$ cat config.mk
export PLATFORM = sky130hd
export DESIGN_NAME = parsed_msg_fifo
export DESIGN_NICKNAME = d
export VERILOG_FILES = /design/src/rtl/parsed_msg_fifo.sv
export SDC_FILE = /design/constraint.sdc
export NUM_CORES = 2
export LEC_CHECK = 0
export ABC_CLOCK_PERIOD_IN_PS = 82500
export CORE_ASPECT_RATIO = 1.4
export CORE_MARGIN = 1
export CORE_UTILIZATION = 63
export CTS_BUF_LIST = sky130_fd_sc_hd__clkbuf_2 sky130_fd_sc_hd__clkbuf_4 sky130_fd_sc_hd__clkbuf_8
export CTS_CLUSTER_DIAMETER = 150
export DETAILED_ROUTE_END_ITERATION = 10
export PLACE_DENSITY = 0.88
export SLEW_MARGIN = 20
export SYNTH_ARGS = -nofsm -noshare
export SYNTH_HDL_FRONTEND = slang
export SYNTH_SLANG_ARGS = --single-unit
$ cat constraint.sdc
create_clock -name clk -period 82.5 [get_ports clk]
set_clock_uncertainty 0.2 [all_clocks]
set_input_delay 16.5 -clock clk [delete_from_list [all_inputs] [get_ports clk]]
set_output_delay 16.5 -clock clk [all_outputs]
set_load 0.1 [all_outputs]
$ cat src/rtl/parsed_msg_fifo.sv
// parsed_msg_fifo: first-word-fall-through buffer for complete parsed ITCH
// records between the parser output mux and the order-book/strategy consumers.
// The parser cannot be stalled, so a record arriving while the buffer is full
// (and nothing leaves that cycle) is dropped. Each drop is counted and latched
// in a sticky overflow flag.
// Optional build macro PARSED_MSG_FIFO_TYPE_FILTER_EN adds a per-type input
// mask (type_mask) and a counter of filtered records (filtered_count).
module parsed_msg_fifo #(
  parameter  int DEPTH = 4,
  parameter  int CNT_W = 16,
  localparam int LVL_W = $clog2(DEPTH) + 1
) (
  input  logic              clk,
  input  logic              rst,
  input  logic              in_valid,
  input  logic [3:0]        in_type,
  input  logic [63:0]       in_order_ref,
  input  logic              in_side,
  input  logic [31:0]       in_shares,
  input  logic [31:0]       in_price,
  input  logic [63:0]       in_new_order_ref,
  input  logic [47:0]       in_timestamp,
  input  logic [63:0]       in_misc_data,
  output logic              out_valid,
  input  logic              out_ready,
  output logic [3:0]        out_type,
  output logic [63:0]       out_order_ref,
  output logic              out_side,
  output logic [31:0]       out_shares,
  output logic [31:0]       out_price,
  output logic [63:0]       out_new_order_ref,
  output logic [47:0]       out_timestamp,
  output logic [63:0]       out_misc_data,
  output logic [LVL_W-1:0]  level,
  output logic [CNT_W-1:0]  drop_count,
`ifdef PARSED_MSG_FIFO_TYPE_FILTER_EN
  input  logic [15:0]       type_mask,
  output logic [CNT_W-1:0]  filtered_count,
`endif
  output logic              overflow
);

  localparam int PTR_W = $clog2(DEPTH);

  // 309-bit record: 4+64+1+32+32+64+48+64
  typedef struct packed {
    logic [3:0]  typ;
    logic [63:0] order_ref;
    logic        side;
    logic [31:0] shares;
    logic [31:0] price;
    logic [63:0] new_order_ref;
    logic [47:0] timestamp;
    logic [63:0] misc_data;
  } rec_t;

  rec_t             mem_q [DEPTH];
  logic [PTR_W-1:0] wr_ptr_q, wr_ptr_d;
  logic [PTR_W-1:0] rd_ptr_q, rd_ptr_d;
  logic [LVL_W-1:0] level_q, level_d;
  logic [CNT_W-1:0] drop_cnt_q, drop_cnt_d;
  logic             overflow_q, overflow_d;

  logic full, empty, accept, push, pop, drop;
  rec_t in_rec, head;

`ifdef PARSED_MSG_FIFO_TYPE_FILTER_EN
  logic [CNT_W-1:0] filt_cnt_q, filt_cnt_d;
  logic             filtered;

  // Masked-out types are discarded before the full check, so they never count as drops
  always_comb begin
    accept     = in_valid && type_mask[in_type];
    filtered   = in_valid && !type_mask[in_type];
    filt_cnt_d = filt_cnt_q;
    if (filtered && (filt_cnt_q != '1)) filt_cnt_d = filt_cnt_q + 1'b1;
  end

  // Saturating count of records rejected by the type mask
  always_ff @(posedge clk or posedge rst) begin
    if (rst) filt_cnt_q <= '0;
    else     filt_cnt_q <= filt_cnt_d;
  end

  assign filtered_count = filt_cnt_q;
`else
  assign accept = in_valid;
`endif

  assign full  = (level_q == LVL_W'(DEPTH));
  assign empty = (level_q == '0);
  assign pop   = !empty && out_ready;
  // A pop in the same cycle frees the slot, so a full FIFO still accepts
  assign push  = accept && (!full || pop);
  assign drop  = accept && full && !pop;

  assign in_rec = '{typ:           in_type,
                    order_ref:     in_order_ref,
                    side:          in_side,
                    shares:        in_shares,
                    price:         in_price,
                    new_order_ref: in_new_order_ref,
                    timestamp:     in_timestamp,
                    misc_data:     in_misc_data};

  // Next-state for pointers, occupancy and drop bookkeeping
  always_comb begin
    wr_ptr_d   = wr_ptr_q;
    rd_ptr_d   = rd_ptr_q;
    level_d    = level_q;
    drop_cnt_d = drop_cnt_q;
    overflow_d = overflow_q;
    if (push) wr_ptr_d = wr_ptr_q + 1'b1;
    if (pop)  rd_ptr_d = rd_ptr_q + 1'b1;
    if (push && !pop)      level_d = level_q + 1'b1;
    else if (pop && !push) level_d = level_q - 1'b1;
    if (drop) begin
      overflow_d = 1'b1;
      if (drop_cnt_q != '1) drop_cnt_d = drop_cnt_q + 1'b1;
    end
  end

  // Control state; reset discards everything immediately
  always_ff @(posedge clk or posedge rst) begin
    if (rst) begin
      wr_ptr_q   <= '0;
      rd_ptr_q   <= '0;
      level_q    <= '0;
      drop_cnt_q <= '0;
      overflow_q <= 1'b0;
    end else begin
      wr_ptr_q   <= wr_ptr_d;
      rd_ptr_q   <= rd_ptr_d;
      level_q    <= level_d;
      drop_cnt_q <= drop_cnt_d;
      overflow_q <= overflow_d;
    end
  end

  // Record storage, written at the write pointer on every accepted push
  always_ff @(posedge clk or posedge rst) begin
    if (rst) begin
      for (int i = 0; i < DEPTH; i++) mem_q[i] <= '0;
    end else if (push) begin
      mem_q[wr_ptr_q] <= in_rec;
    end
  end

  // Fall-through head: the entry at the read pointer, held while not popped
  assign head              = mem_q[rd_ptr_q];
  assign out_valid         = !empty;
  assign out_type          = head.typ;
  assign out_order_ref     = head.order_ref;
  assign out_side          = head.side;
  assign out_shares        = head.shares;
  assign out_price         = head.price;
  assign out_new_order_ref = head.new_order_ref;
  assign out_timestamp     = head.timestamp;
  assign out_misc_data     = head.misc_data;
  assign level             = level_q;
  assign drop_count        = drop_cnt_q;
  assign overflow          = overflow_q;

endmodule

==> impl_metrics.yaml <==
logic_synthesis:
  ys_warn_count: 0
  synthCells: 3105
  ys_seq_elements: 1260
  ys_types: 36
  syn-cell-area_um2: 54900
  ys.flop_type: "dfrtp_1"
  syn_nets: 3425
  ys_seq_area_share_pct: 57.4
  syn_avg_cell_area_um2: 17.7
  synth_edf_count: 0
  async_reset_ff_share_pct: 100
cells_and_area:
  syn2layout_area_growth_pct: 18.7
  seqCellArea_um2: 31500
  fill_cells: 4896
  drive_gt1_share_pct: 38.7
  multi_input_area_um2: 21600
  finalNetCount: 4079
global_routing:
  grtUsageTotal_pct: 28.6
  antenna_found_initial: 39
  grt_overflow: 0
  grt_pass1_wl_mm: 194
  grt_max_degree: 190
  grt_pass1_vias: 33288
worst_setup_path:
  path_class: "flip-flop to output port"
  start_kind: "flip-flop"
  cp-end-kind: "output port"
  critPathSlowestCell: "clkdlybuf4s50_1"
  setup.worst_path.start: "rd_ptr_q[0]$_DFFE_PP0P_"
  path_max_fanout: 61
  path_common_cell: "buf_4"
  crit-reg2reg-launch: "level[0]$_DFFE_PP0P_"
  cp_cell_sequence: "buf_4 -> buf_4 -> buf_4 -> mux4_2 -> clkdlybuf4s50_1"
  cp.arrival_ns: 6.03
  required_ns: 65.80
  slowest_delay_ns: 1.24
floorplan:
  initial_core_util_pct: 63.9
  io_pins: 643
  die_h_um: 351
  chipWidth_um: 252
  rows: 127
  die-area_um2: 88400
  core_region_area_um2: 86000
timing:
  finalHoldViolCount: 0
  period_minus_slack_ns: 22.73
  slew_headroom_pct: 22.3
  max_freq_ghz: 0.0440
  tightest_slew_ns: 1.16
  finalSetupTns_ns: 0
  setup_viol: 0
  timing.final.crit_share_pct: 27.6
  grt_setup_unrepaired: "false"
  drv_slew: 0
worst_hold_path:
  holdCritStartpoint: "mem_q[484]$_DFFE_PP0P_"
  hp-class: "flip-flop to flip-flop"
clock_tree:
  root_buffer: "clkbuf_8"
  numCtsBuffers: 181
  cts.clk_slew.worst_paths_ns: 0.06
  cts_sinks: 1260
  clockBufferDepth: 3
  ctsResizeCount: 0
  tritoncts: "built"
  ctsHoldBuffers: 0
  h-tree-depth: 4
  clk_latency_ns: 0.86
  cts_setup_buffers: 0
placed_design:
  port_buffers: 642
  dp_hpwl_mm: 78.7
  place.gp.congestion: 0.802
run:
  cap_violations: 0
detailed_routing:
  drtIter0Drc: 1573
  wl_per_cell_um: 24.2
  viasPerCell: 5.99
  vias: 30351
  dr.pass1.iters: 5
  drt_wl_total_mm: 123
  drc: 0
  ant_nets: 0
status:
  status: "finished clean"
[cell families (layout without fill, tap and decap cells)]
group                    count (synthesis)  count (layout)  synth area share [%]
multiplexers                          1547            1547                  38.1
flip-flops                            1260            1260                  57.4
buffers and inverters                  213             994                  3.43
AND/OR/NAND/NOR                         48              48                 0.510
AO/OA/AOI/OAI                           17              17                 0.191
XOR/XNOR                                13              13                 0.207
adder cells (fa/ha/maj)                  7               7                 0.173
other                                    0              24                     0
[cell usage after synthesis (all sizes together), types with 3 or more instances]
| library cell | n | area share, % |
|---|---|---|
| xnor2 | 4 | 0.064 |
| ha | 6 | 0.14 |
| inv | 5 | 0.034 |
| a41oi | 3 | 0.048 |
| clkbuf | 14 | 0.096 |
| a31oi | 4 | 0.046 |
| buf | 194 | 3.3 |
| nor2 | 7 | 0.048 |
| mux2 | 1238 | 25 |
| dfrtp | 1260 | 57 |
| nand2 | 11 | 0.093 |
| xor2 | 9 | 0.14 |
| nand4 | 5 | 0.057 |
| and4 | 4 | 0.064 |
| nor3 | 6 | 0.055 |
| mux4 | 309 | 13 |
| a21oi | 8 | 0.073 |
| nand3 | 5 | 0.046 |
[area by class of cell]
| class | instances | share of cell area, % |
|---|---|---|
| clock buffers | 290 | 5.52 |
| well taps | 1161 | 2.23 |
| clock inverters | 20 | 0.257 |
| flip-flops and latches | 1260 | 48.4 |
| inverters | 5 | 0.0403 |
| diodes | 24 | 0.0921 |
| multi-input cells | 1632 | 33.1 |
| repair buffers | 679 | 10.4 |
[registers in the layout, indices dropped and copies added, names as in the netlist]
name / cells
drop_count: 16
overflow: 1
mem_q: 1236
wr_ptr_q: 2
level: 3
rd_ptr_q: 2
[per-stage QoR]
step / setup WS (ns) / hold WS (ns) / cell area [um2] / std cells / util [%]
final: 59.77 / 0.282 / 65200 / 5071 / 75.8
after detailed placement: 59.79 / 0.260 / 61300 / 4736 / 71.3
after global routing: 59.29 / 0.301 / 65200 / 5069 / 75.8
after floorplan: 30.29 / 0.259 / 54900 / 3105 / -
after global placement: 59.83 / 0.259 / 61300 / 4736 / 71.3
after CTS: 59.56 / 0.284 / 65100 / 5046 / 75.7
[critical path: cells and delay by family (launching register included)]
kind	cells	cell delay (ns)
buffers and inverters	4	3.74
DFF	1	0.90
muxes	1	0.36
[per-layer routing]
metal  share of wire, %  up-vias  wire, um  global-route usage [%]
li1                   -    12992         -                       -
met1                 38    16256     47100                    35.2
met2                 50      829     61600                    45.6
met3                7.8      244      9640                    10.1
met4                3.6       30      4420                    12.8
met5               0.17        -       205                       0
[worst paths after layout]
| path | cells past startpoint | slack [ns] | endpoint |
|---|---|---|---|
| max reg2reg | 6 | 77.83 | mem_q[443]$_DFFE_PP0P_ |
| min | 1 | 0.28 | mem_q[484]$_DFFE_PP0P_ |
| min in group asynchronous | 2 | 16.05 | mem_q[186]$_DFFE_PP0P_ |
| max in group asynchronous | 7 | 61.59 | rd_ptr_q[1]$_DFFE_PP0P_ |
| max | 5 | 59.77 | out_new_order_ref[39] |
| min reg2reg | 1 | 0.28 | mem_q[484]$_DFFE_PP0P_ |
[cell usage in the layout, fill, tap and decap left out, types with 3 or more instances in the layout]
cell type,synthesis,layout
dfrtp_1,1260,1258
mux2_2,838,838
clkdlybuf4s50_1,0,642
mux2_1,400,400
mux4_2,309,309
clkbuf_8,0,227
clkbuf_4,0,63
buf_4,49,29
diode_2,0,24
xor2_1,9,9
clkinv_2,0,9
a21oi_1,8,8
nand2_1,7,7
nor2_1,7,7
nor3_1,6,6
ha_1,6,6
nand4_1,5,5
nand3_1,5,5
nand2_8,0,4
inv_1,5,4
and4_1,4,4
xnor2_1,4,4
a31oi_1,4,4
inv_6,0,4
buf_12,4,4
a41oi_1,3,3
clkinvlp_4,0,3
buf_6,48,3
Power is not shown: default switching activity piles up to over one toggle a cycle in this logic, so the estimate is an artifact.
